File: src/rtl/stpu_div_pkg.sv
// Shared definitions for the STPU multi-cycle divider: FSM encodings,
// handshake level names and the default datapath width.
package stpu_div_pkg;

  // Divider FSM encodings (2-bit).
  typedef enum logic [1:0] {
    DIV_FREE   = 2'b00,
    DIV_BYZERO = 2'b01,
    DIV_ON     = 2'b10,
    DIV_END    = 2'b11
  } div_state_e;

  // Level names used on the ready/start handshake.
  localparam logic DIV_RESULT_READY     = 1'b1;
  localparam logic DIV_RESULT_NOT_READY = 1'b0;
  localparam logic DIV_START            = 1'b1;
  localparam logic DIV_STOP             = 1'b0;

  // Default operand width; the {remainder, quotient} bus is twice this.
  localparam int DIV_WIDTH_DEFAULT  = 32;
  localparam int DOUBLE_REG_BUS_W   = 2 * DIV_WIDTH_DEFAULT;

endpackage : stpu_div_pkg

File: src/rtl/stpu_div_step.sv
// One radix-2 restoring division step: trial-subtract the divisor from the
// upper WIDTH+1 bits of the partial remainder, then shift in one quotient bit.
// Kept purely combinational so a radix-4 divider can chain two of them.
module stpu_div_step #(
  parameter int WIDTH = 32
) (
  input  logic [2*WIDTH:0]  rem_i,
  input  logic [WIDTH-1:0]  divisor_i,
  output logic [2*WIDTH:0]  rem_o
);

  logic [WIDTH:0]   rem_hi;
  logic             fits;
  logic [WIDTH-1:0] diff;

  assign rem_hi = rem_i[2*WIDTH:WIDTH];

  // rem_hi can reach almost 2*divisor, so the fit test is done at full
  // WIDTH+1 precision; when it fits, the difference is below the divisor
  // and its low WIDTH bits are the whole result.
  assign fits = (rem_hi >= {1'b0, divisor_i});
  assign diff = rem_hi[WIDTH-1:0] - divisor_i;

  // Shift left by one, inserting the quotient bit at the bottom.
  always_comb begin
    rem_o = {rem_i[2*WIDTH-1:0], 1'b0};
    if (fits) begin
      rem_o = {diff, rem_i[WIDTH-1:0], 1'b1};
    end
  end

endmodule : stpu_div_step

File: src/rtl/stpu_div.sv
// STPU multi-cycle signed/unsigned integer divider.
// Handshake: EX raises start_i with both operands and keeps it high until it
// sees ready_o; the result then stays stable until EX drops start_i, after
// which the divider returns to FREE and needs one idle cycle before the next
// start. annul_i cancels work in BYZERO/ON but is ignored once in END.
module stpu_div
  import stpu_div_pkg::*;
#(
  parameter int WIDTH = 32
) (
  input  logic               clk,
  input  logic               rst,
  input  logic               signed_div_i,
  input  logic [WIDTH-1:0]   opdata1_i,
  input  logic [WIDTH-1:0]   opdata2_i,
  input  logic               start_i,
  input  logic               annul_i,
  output logic [2*WIDTH-1:0] result_o,
  output logic               ready_o,
  output div_state_e         state_o
);

  localparam int CNT_W = $clog2(WIDTH + 1);
  localparam logic [CNT_W-1:0] CNT_LAST = CNT_W'(WIDTH);
  localparam logic [CNT_W-1:0] CNT_ONE  = CNT_W'(1);

  div_state_e         state_q, state_d;
  logic [CNT_W-1:0]   cnt_q, cnt_d;
  logic [2*WIDTH:0]   rem_q, rem_d;
  logic [WIDTH-1:0]   divisor_q, divisor_d;
  logic               neg_quot_q, neg_quot_d;
  logic               neg_rem_q, neg_rem_d;
  logic [2*WIDTH-1:0] result_q, result_d;
  logic               ready_q, ready_d;

  logic [2*WIDTH:0]   step_rem;
  logic [WIDTH-1:0]   mag1, mag2;
  logic [WIDTH-1:0]   quot_raw, rem_raw;
  logic [WIDTH-1:0]   quot_fix, rem_fix;
  logic               accept;

  // Operand magnitudes: signed negatives are converted to their magnitude so
  // the core iteration is always unsigned.
  assign mag1 = (signed_div_i && opdata1_i[WIDTH-1]) ? -opdata1_i : opdata1_i;
  assign mag2 = (signed_div_i && opdata2_i[WIDTH-1]) ? -opdata2_i : opdata2_i;
  assign accept = (start_i == DIV_START) && !annul_i;

  // After WIDTH steps the quotient sits in the low bits and the remainder
  // in the bits above the shifted-out dividend slot.
  assign quot_raw = rem_q[WIDTH-1:0];
  assign rem_raw  = rem_q[2*WIDTH:WIDTH+1];
  assign quot_fix = neg_quot_q ? -quot_raw : quot_raw;
  assign rem_fix  = neg_rem_q  ? -rem_raw  : rem_raw;

  stpu_div_step #(.WIDTH(WIDTH)) u_step (
    .rem_i     (rem_q),
    .divisor_i (divisor_q),
    .rem_o     (step_rem)
  );

  // Next-state and datapath-next logic for the divider FSM.
  always_comb begin
    state_d    = state_q;
    cnt_d      = cnt_q;
    rem_d      = rem_q;
    divisor_d  = divisor_q;
    neg_quot_d = neg_quot_q;
    neg_rem_d  = neg_rem_q;
    result_d   = result_q;
    ready_d    = ready_q;
    unique case (state_q)
      DIV_FREE: begin
        result_d = '0;
        ready_d  = DIV_RESULT_NOT_READY;
        if (accept) begin
          if (opdata2_i == '0) begin
            state_d = DIV_BYZERO;
          end else begin
            state_d    = DIV_ON;
            cnt_d      = '0;
            divisor_d  = mag2;
            rem_d      = {{WIDTH{1'b0}}, mag1, 1'b0};
            neg_quot_d = signed_div_i && (opdata1_i[WIDTH-1] ^ opdata2_i[WIDTH-1]);
            neg_rem_d  = signed_div_i && opdata1_i[WIDTH-1];
          end
        end
      end
      DIV_BYZERO: begin
        // Result is zero; ready is raised by END on the following edge.
        result_d = '0;
        ready_d  = DIV_RESULT_NOT_READY;
        if (annul_i) begin
          state_d = DIV_FREE;
        end else begin
          state_d = DIV_END;
        end
      end
      DIV_ON: begin
        if (annul_i) begin
          state_d  = DIV_FREE;
          cnt_d    = '0;
          result_d = '0;
          ready_d  = DIV_RESULT_NOT_READY;
        end else if (cnt_q == CNT_LAST) begin
          state_d  = DIV_END;
          cnt_d    = '0;
          result_d = {rem_fix, quot_fix};
          ready_d  = DIV_RESULT_READY;
        end else begin
          rem_d = step_rem;
          cnt_d = cnt_q + CNT_ONE;
        end
      end
      DIV_END: begin
        if (start_i == DIV_STOP) begin
          state_d  = DIV_FREE;
          result_d = '0;
          ready_d  = DIV_RESULT_NOT_READY;
        end else begin
          ready_d = DIV_RESULT_READY;
        end
      end
      default: begin
        state_d  = DIV_FREE;
        cnt_d    = '0;
        result_d = '0;
        ready_d  = DIV_RESULT_NOT_READY;
      end
    endcase
  end

  // State and datapath registers, cleared asynchronously by rst low.
  always_ff @(posedge clk or negedge rst) begin
    if (!rst) begin
      state_q    <= DIV_FREE;
      cnt_q      <= '0;
      rem_q      <= '0;
      divisor_q  <= '0;
      neg_quot_q <= 1'b0;
      neg_rem_q  <= 1'b0;
      result_q   <= '0;
      ready_q    <= DIV_RESULT_NOT_READY;
    end else begin
      state_q    <= state_d;
      cnt_q      <= cnt_d;
      rem_q      <= rem_d;
      divisor_q  <= divisor_d;
      neg_quot_q <= neg_quot_d;
      neg_rem_q  <= neg_rem_d;
      result_q   <= result_d;
      ready_q    <= ready_d;
    end
  end

  assign result_o = result_q;
  assign ready_o  = ready_q;
  assign state_o  = state_q;

endmodule : stpu_div

File: config.mk
export PLATFORM = sky130hd
export DESIGN_NAME = stpu_div
export DESIGN_NICKNAME = d
export VERILOG_FILES = /design/src/rtl/stpu_div_pkg.sv /design/src/rtl/stpu_div_step.sv /design/src/rtl/stpu_div.sv
export SDC_FILE = /design/constraint.sdc
export NUM_CORES = 1
export LEC_CHECK = 0
export BUFFER_PORTS_ARGS = -buffer_cell sky130_fd_sc_hd__buf_2
export CAP_MARGIN = 0
export CORE_ASPECT_RATIO = 0.75
export CORE_MARGIN = 1
export CORE_UTILIZATION = 54
export DETAILED_ROUTE_END_ITERATION = 7
export GPL_TIMING_DRIVEN = 0
export PLACE_DENSITY_LB_ADDON = 0.08
export SLEW_MARGIN = 10
export SYNTH_ARGS = -nofsm -noshare
export SYNTH_HDL_FRONTEND = slang
export SYNTH_SLANG_ARGS = --single-unit
File: constraint.sdc
create_clock -name clk -period 3.5 [get_ports clk]
set_clock_uncertainty 0.05 [all_clocks]
set_input_delay 0.35 -clock clk [delete_from_list [all_inputs] [get_ports clk]]
set_output_delay 0.35 -clock clk [all_outputs]
set_load 0.05 [all_outputs]
==> metrics.cfg, run 1 <==
[worst_setup_path]
reg2regPathDepth = 8
crit_chain = or4_4, or4_4, or4_4, or4_4, or3_4, o31ai_4, xor2_1, o21ai_1
critPathMaxFanout = 4
path_class = register to register
cp_slowest_cell = or4_4
timing.rr.end = result_o[63]
endpoint_kind = register
path_delay_family = simple AND/OR/NAND/NOR gates
critical_path_depth = 8
critical_path.n_buffers_inverters = 0
r2r-start = rem_q[42]
setup.worst_path.start_class = register
cp_data_required_time_ns = 3.77
cp-startpoint = rem_q[42]
critPathCapture = result_o[63]
critPathMostFrequentCell = or4_4
cpPeakStageDelay_ns = 0.54
r2r_slack_ns = 0.04
cp_data_arrival_time_ns = 3.73

[global_route]
grtUsageMet2_pct = 45.13
grtUsageMet3_pct = 8.892
grt_use_met1_pct = 51.81
grt_start_max_net_pins = 92
grt_overflow_total = 0
top_usage_layer = met1
track_usage_pct = 33.05
grt_pass1_vias = 9853
grt_pass1_wl_mm = 54.71
antenna_found_initial = 0

[route]
drt_iter0_drc = 1018
drc = 0
wire_per_inst_um = 19.03
dr.pass1.iters = 5
ant_nets = 0
drt_wl_total_mm = 35.15
vias = 11118
viasPerCell = 6.019

[yosys]
yosysUniqueCellTypes = 69
async_reset_ff_share_pct = 100.0
synth_edf_count = 0
ys_seq_area_share_pct = 37.55
ys_warn_count = 0
synth_area_um2 = 11460
syn-num-nets = 1504
syn_avg_cell_area_um2 = 8.235
synthFlopType = dfrtp_1
syn_inst = 1392
ys_ff_latch = 172

[sta]
final_hold_viol_count = 0
slew_violations = 0
setup_viol = 0
worst_pin_slew_ns = 1.055
min_period_ns = 3.463
rsz0062_at_grt = true
fin_setup_tns_ns = 0
finalCritPeriodShare_pct = 98.93
maxSlewHeadroom_pct = 29.67
worst_hold_slack_ns = 0.1715
max_freq_ghz = 0.2888

[clock_tree]
cts.reportedPaths.clkPinSlew_ns = 0.07
root_buffer = clkbuf_16
insertion_delay_ns = 0.44
cts_tree = yes
cts_made_buffers = 17
clk_path_buf_depth = 2
cts.sinks = 172
htreeDepth = 4

[run]
drv_cap = 0

[layout]
diodes = 0
layout-drive-gt1-share_pct = 13.67
multi_input_area_um2 = 6713
nFillCells = 1922
final_net_count = 1664
seq_area_um2 = 4309
syn_to_final_growth_pct = 15.56

[floorplan]
die_h_um = 128.2
floorplan.initialDensity_pct = 55.93
dieArea_um2 = 21820
rows = 45
die_x_um = 170.2
core_um2 = 20490
io_pins = 136

[place]
io_buffers = 134
dp_hpwl_mm = 26.69
place_congestion = 0.9678

[power]
finalPower_uw = 9725
peakVddDrop_v = 0.0005264
power_density_nw_per_um2 = 734.1
p_leak_uw = 0.006047

[min_path]
hold_class = input pin to register

[run_status]
status = completed

## cells in the mapped netlist, drive strengths merged, types with 3 or more instances
library cell | instances | share of area, %
a32oi | 4 | 0.31
nand3 | 48 | 2.1
a41oi | 3 | 0.23
o311ai | 21 | 1.6
nand4 | 7 | 0.38
ha | 42 | 4.6
o21ai | 193 | 8.4
or2 | 6 | 0.33
a21oi | 83 | 3.6
a211oi | 6 | 0.39
xnor2 | 45 | 3.4
nand3b | 5 | 0.33
nor2 | 85 | 2.8
a21o | 15 | 0.98
mux2i | 10 | 0.87
dfrtp | 172 | 38
nor2b | 8 | 0.44
nor3 | 14 | 0.61
o21a | 5 | 0.33
nand2b | 9 | 0.49
or3 | 12 | 0.70
a31oi | 11 | 0.60
and2 | 4 | 0.22
buf | 11 | 0.39
and3 | 6 | 0.33
xor2 | 99 | 7.6
o31ai | 34 | 2.4
o41ai | 16 | 1.2
a31o | 4 | 0.31
nand2 | 218 | 7.1
clkbuf | 67 | 2.2
a2111oi | 3 | 0.23
nor4 | 14 | 0.76
inv | 55 | 1.8
o211ai | 5 | 0.33
or4 | 17 | 1.2
o31a | 3 | 0.23
## metal layers
metal	wire [µm]	part of all wire [%]
met5	0	0
met1	17190	49
met2	13790	39
met4	358	1.0
met3	3813	11
## sequential cells by signal, summed over array words and instances, names as in the netlist
register / flops
ready_o: 1
cnt_q: 6
divisor_q: 32
neg_quot_q: 1
neg_rem_q: 1
state_o: 2
rem_q: 65
result_o: 64
## tightest hold or removal path: cells and delay by family
family | cells | cell delay (ns)
buf+inv | 1 | 0.11
xor+xnor | 1 | 0.11
compound gates | 1 | 0.06
## where the power goes
part | switching, µW | internal [µW]
combinational | 3270 | 1470
sequential | 535 | 2490
clock | 932 | 1020
## what timing repair did
action	in CTS	in global routing
buffers inserted	3	2
endpoints found under the hold margin	90	0
endpoints found under the setup margin	67	60
pin swaps	1	1
resized for setup	17	15
hold buffers	1	0
## layout make-up
class | count | area share (%)
inverters | 56 | 1.587
repair buffers | 141 | 5.705
clock inverters | 15 | 1.303
plain buffers | 78 | 2.333
multi-input cells | 1086 | 50.67
well taps | 282 | 2.663
flip-flops and latches | 172 | 32.53
clock buffers | 17 | 3.211
## layout by cell type (no fill, tap or decap), types with 14 or more instances in the layout
cell type	Yosys	layout
buf_2	3	137
o21ai_0	184	180
a21oi_1	83	83
clkbuf_16	0	17
o31ai_1	32	31
inv_1	55	55
a21o_1	15	15
ha_1	42	42
o311ai_0	18	17
nand2_1	218	218
dfrtp_1	172	168
nor3_1	14	14
nand3_1	48	48
nor2_1	85	85
clkbuf_1	67	60
xnor2_1	45	45
o41ai_1	16	16
xor2_1	99	99
## metrics by stage
| stage | worst slack [ns] | utilization (%) | cells | instance area (µm²) |
|---|---|---|---|---|
| CTS | 0.03193 | 64.33 | 1845 | 13190 |
| finish | 0.03733 | 64.64 | 1847 | 13250 |
| detailed placement | -0.8414 | 61.11 | 1809 | 12520 |
| global placement | -0.8350 | 60.93 | 1808 | 12490 |
| global route | -0.03103 | 64.64 | 1847 | 13250 |
| floorplan | 0.1236 | - | 1392 | 11460 |
## cells by family after synthesis
logic type | share of synthesized area, %
AND/OR/NAND/NOR | 18.61
multiplexers | 0.8732
AO/OA/AOI/OAI | 22.79
adder cells (fa/ha/maj) | 4.759
buffers and inverters | 4.420
flip-flops | 37.55
XOR/XNOR | 11.00
## worst min path at each step
stage	startpoint	to	slack, ns	cells past startpoint
after floorplan	rst	cnt_q[0]	0.004	0
after global placement	result_o[53]	result_o[53]	0.41	2
after detailed placement	rst	result_o[10]	0.37	1
after CTS	start_i	ready_o	0.16	3
after global routing	start_i	ready_o	0.17	3
final	opdata2_i[16]	divisor_q[16]	0.17	3
(Power assumes the default switching activity.)
==> run 2, diff against run 1 <==
CORE_UTILIZATION = 50   (was 54)
CTS_BUF_LIST = sky130_fd_sc_hd__clkbuf_4   (was default)
MAX_ROUTING_LAYER = met4   (was default)
==> run 2 against run 1 <==
The run now ends with setup timing left. Sequential cell count unchanged. Largest power group unchanged. Worst setup slack worse by 0.044 ns. Critical endpoint unchanged. Combinational power down 1%.
==> metrics.cfg, run 2 (synthesis gave the netlist of run 1 again) <==
[clock_tree]
clk_path_buf_depth = 2  ; unchanged
insertion_delay_ns = 0.58  ; +0.14 ns
cts.sinks = 172  ; unchanged
htreeDepth = 4  ; unchanged
cts_tree = yes
cts.reportedPaths.clkPinSlew_ns = 0.16  ; +0.09 ns
cts_made_buffers = 17  ; unchanged
root_buffer = clkbuf_4

[place]
place_congestion = 0.9497  ; -1.9%
dp_hpwl_mm = 27.03  ; +1.3%
post-place-ws_ns = -0.9758  ; -0.1344 ns
io_buffers = 134  ; unchanged
dp.cells = 1821  ; +0.66%

[floorplan]
die_x_um = 176.8  ; +3.9%
die_h_um = 133.1  ; +3.9%
dieArea_um2 = 23540  ; +7.9%
core_um2 = 22290  ; +8.7%
floorplan.initialDensity_pct = 51.43  ; -4.5 points
io_pins = 136  ; unchanged
rows = 47  ; +4.4%

[layout]
largest_reg_flops = 65  ; unchanged
final_net_count = 1667  ; +0.18%
syn_to_final_growth_pct = 13.65
stdcell_count = 1863  ; +0.87%
final_common_cell = nand2_1
layout-drive-gt1-share_pct = 13.65  ; -0.026 points
top_register = rem_q
layout_common_cells = 218 x nand2_1, 181 x o21ai_0, 168 x dfrtp_1
nFillCells = 2131  ; +11%

[sta]
setup_viol = 1  ; +1
worst_hold_slack_ns = 0.04052  ; -0.1310 ns
max_freq_ghz = 0.2852  ; -1.2%
rsz0062_at_grt = true
worst_pin_slew_ns = 1.042  ; -0.01265 ns
setup_slack_ns = -0.006335  ; -0.04367 ns
fin_setup_tns_ns = -0.006335  ; -0.006335 ns
slew_violations = 0  ; unchanged
maxSlewHeadroom_pct = 30.51  ; +0.84 points
finalCritPeriodShare_pct = 100.2  ; +1.2 points
final_hold_viol_count = 0  ; unchanged
min_period_ns = 3.506  ; +0.04367 ns

[worst_setup_path]
cp_data_arrival_time_ns = 3.93  ; +0.20 ns
critPathMaxFanout = 4  ; unchanged
cp-startpoint = rem_q[42]
r2r_slack_ns = -0.006  ; -0.04 ns
path_class = register to register
cp_data_required_time_ns = 3.92  ; +0.15 ns
endpoint_kind = register
r2r-start = rem_q[42]
setup.worst_path.start_class = register

[run_status]
violations = setup timing
status = complete, but fails checks

[route]
drt_iter0_drc = 1015  ; -0.29%
drc = 0  ; unchanged
dr.pass1.iters = 5  ; unchanged
ant_nets = 0  ; unchanged
drt_wl_total_mm = 35.25  ; +0.27%
wire_per_inst_um = 18.92  ; -0.59%
vias = 10884  ; -2.1%
viasPerCell = 5.842  ; -2.9%

[global_route]
grt_use_met1_pct = 49.89  ; -1.9 points
grt_overflow_total = 0  ; unchanged
grtUsageMet2_pct = 38.61  ; -6.5 points
grt_start_max_net_pins = 95  ; +3.3%
grt_pass1_vias = 9682  ; -1.7%
grt_pass1_wl_mm = 54.65  ; -0.10%
top_usage_layer = met1
antenna_found_initial = 1  ; +1
track_usage_pct = 31.11  ; -1.9 points
grtUsageMet3_pct = 7.677  ; -1.2 points

[power]
internal_power_uw = 4467  ; -10%
p_leak_uw = 0.005941  ; -1.8%
switching_share_pct = 50.72  ; +2.0 points
p_switching_uw = 4598  ; -3.0%
peakVddDrop_v = 0.0004471  ; -15%
power_frac_clock_pct = 14.7  ; -5.4 points
p_seq_share_pct = 33.6  ; +2.5 points
p_comb_share_pct = 51.7  ; +2.9 points
power_density_nw_per_um2 = 695.8  ; -5.2%

[min_path]
hold_class = input pin to register
holdCritStartpoint = signed_div_i

[run]
drv_cap = 0  ; unchanged

[run 2: timing repair]
action	CTS	global route
endpoints found under the hold margin	80	0
hold buffers	3	0
pin swaps	1	2
endpoints found under the setup margin	58	61
buffers inserted	4	2
gates resized for setup	15	17
[run 2: power by group through the flow]
stage / registers (µW) / clock network (µW) / logic [µW]
2_1_floorplan: 3320 / 0 / 2820
3_3_place_gp: 3030 / 0 / 4500
3_5_place_dp: 3060 / 0 / 4570
4_1_cts: 3010 / 1360 / 4600
5_1_grt: 3100 / 1440 / 5170
6_report: 3050 / 1330 / 4690
[run 2: area by class of cell]
type                            count  area, µm²  share of cell area [%]
Multi-Input combinational cell   1086       6713                   51.52
Sequential cell                   172       4309                   33.07
Timing Repair Buffer              144      783.3                   6.012
Tap cell                          294      367.9                   2.823
Buffer                             78      309.0                   2.372
Inverter                           56      210.2                   1.613
Clock inverter                     15      206.4                   1.585
Clock buffer                       17      127.6                  0.9795
Antenna cell                        1      2.502                 0.01921
[run 2: per-layer routing]
layer  up-vias  wire (µm)
met3        22       3472
li1       5295          -
met1      5157      18110
met2       410      13390
met4         0        274
met5         -          0
[run 2: worst paths after layout]
check | endpoint | cells past startpoint
min reg2reg | result_o[54] | 2
max reg2reg | result_o[63] | 8
max in group asynchronous | rem_q[43] | 3
min in group asynchronous | result_o[11] | 2
min | neg_quot_q | 3
max | result_o[63] | 8
[run 2: worst max-delay path: stages, from the launching register on]
cell and delay, ns:
dfrtp_2 0.50, or4_4 0.55, or4_4 0.47, or4_4 0.55
or4_4 0.44, or3_4 0.39, o31ai_4 0.23, xor2_1 0.16
o21ai_1 0.07
[run 2: through the flow]
step | utilization, % | cell area, µm² | total power, µW
floorplan | - | 11460 | 6143
global placement | 56.09 | 12500 | 7533
detailed placement | 56.26 | 12540 | 7625
CTS | 58.18 | 12970 | 8967
global route | 58.46 | 13030 | 9701
finish | 58.46 | 13030 | 9065
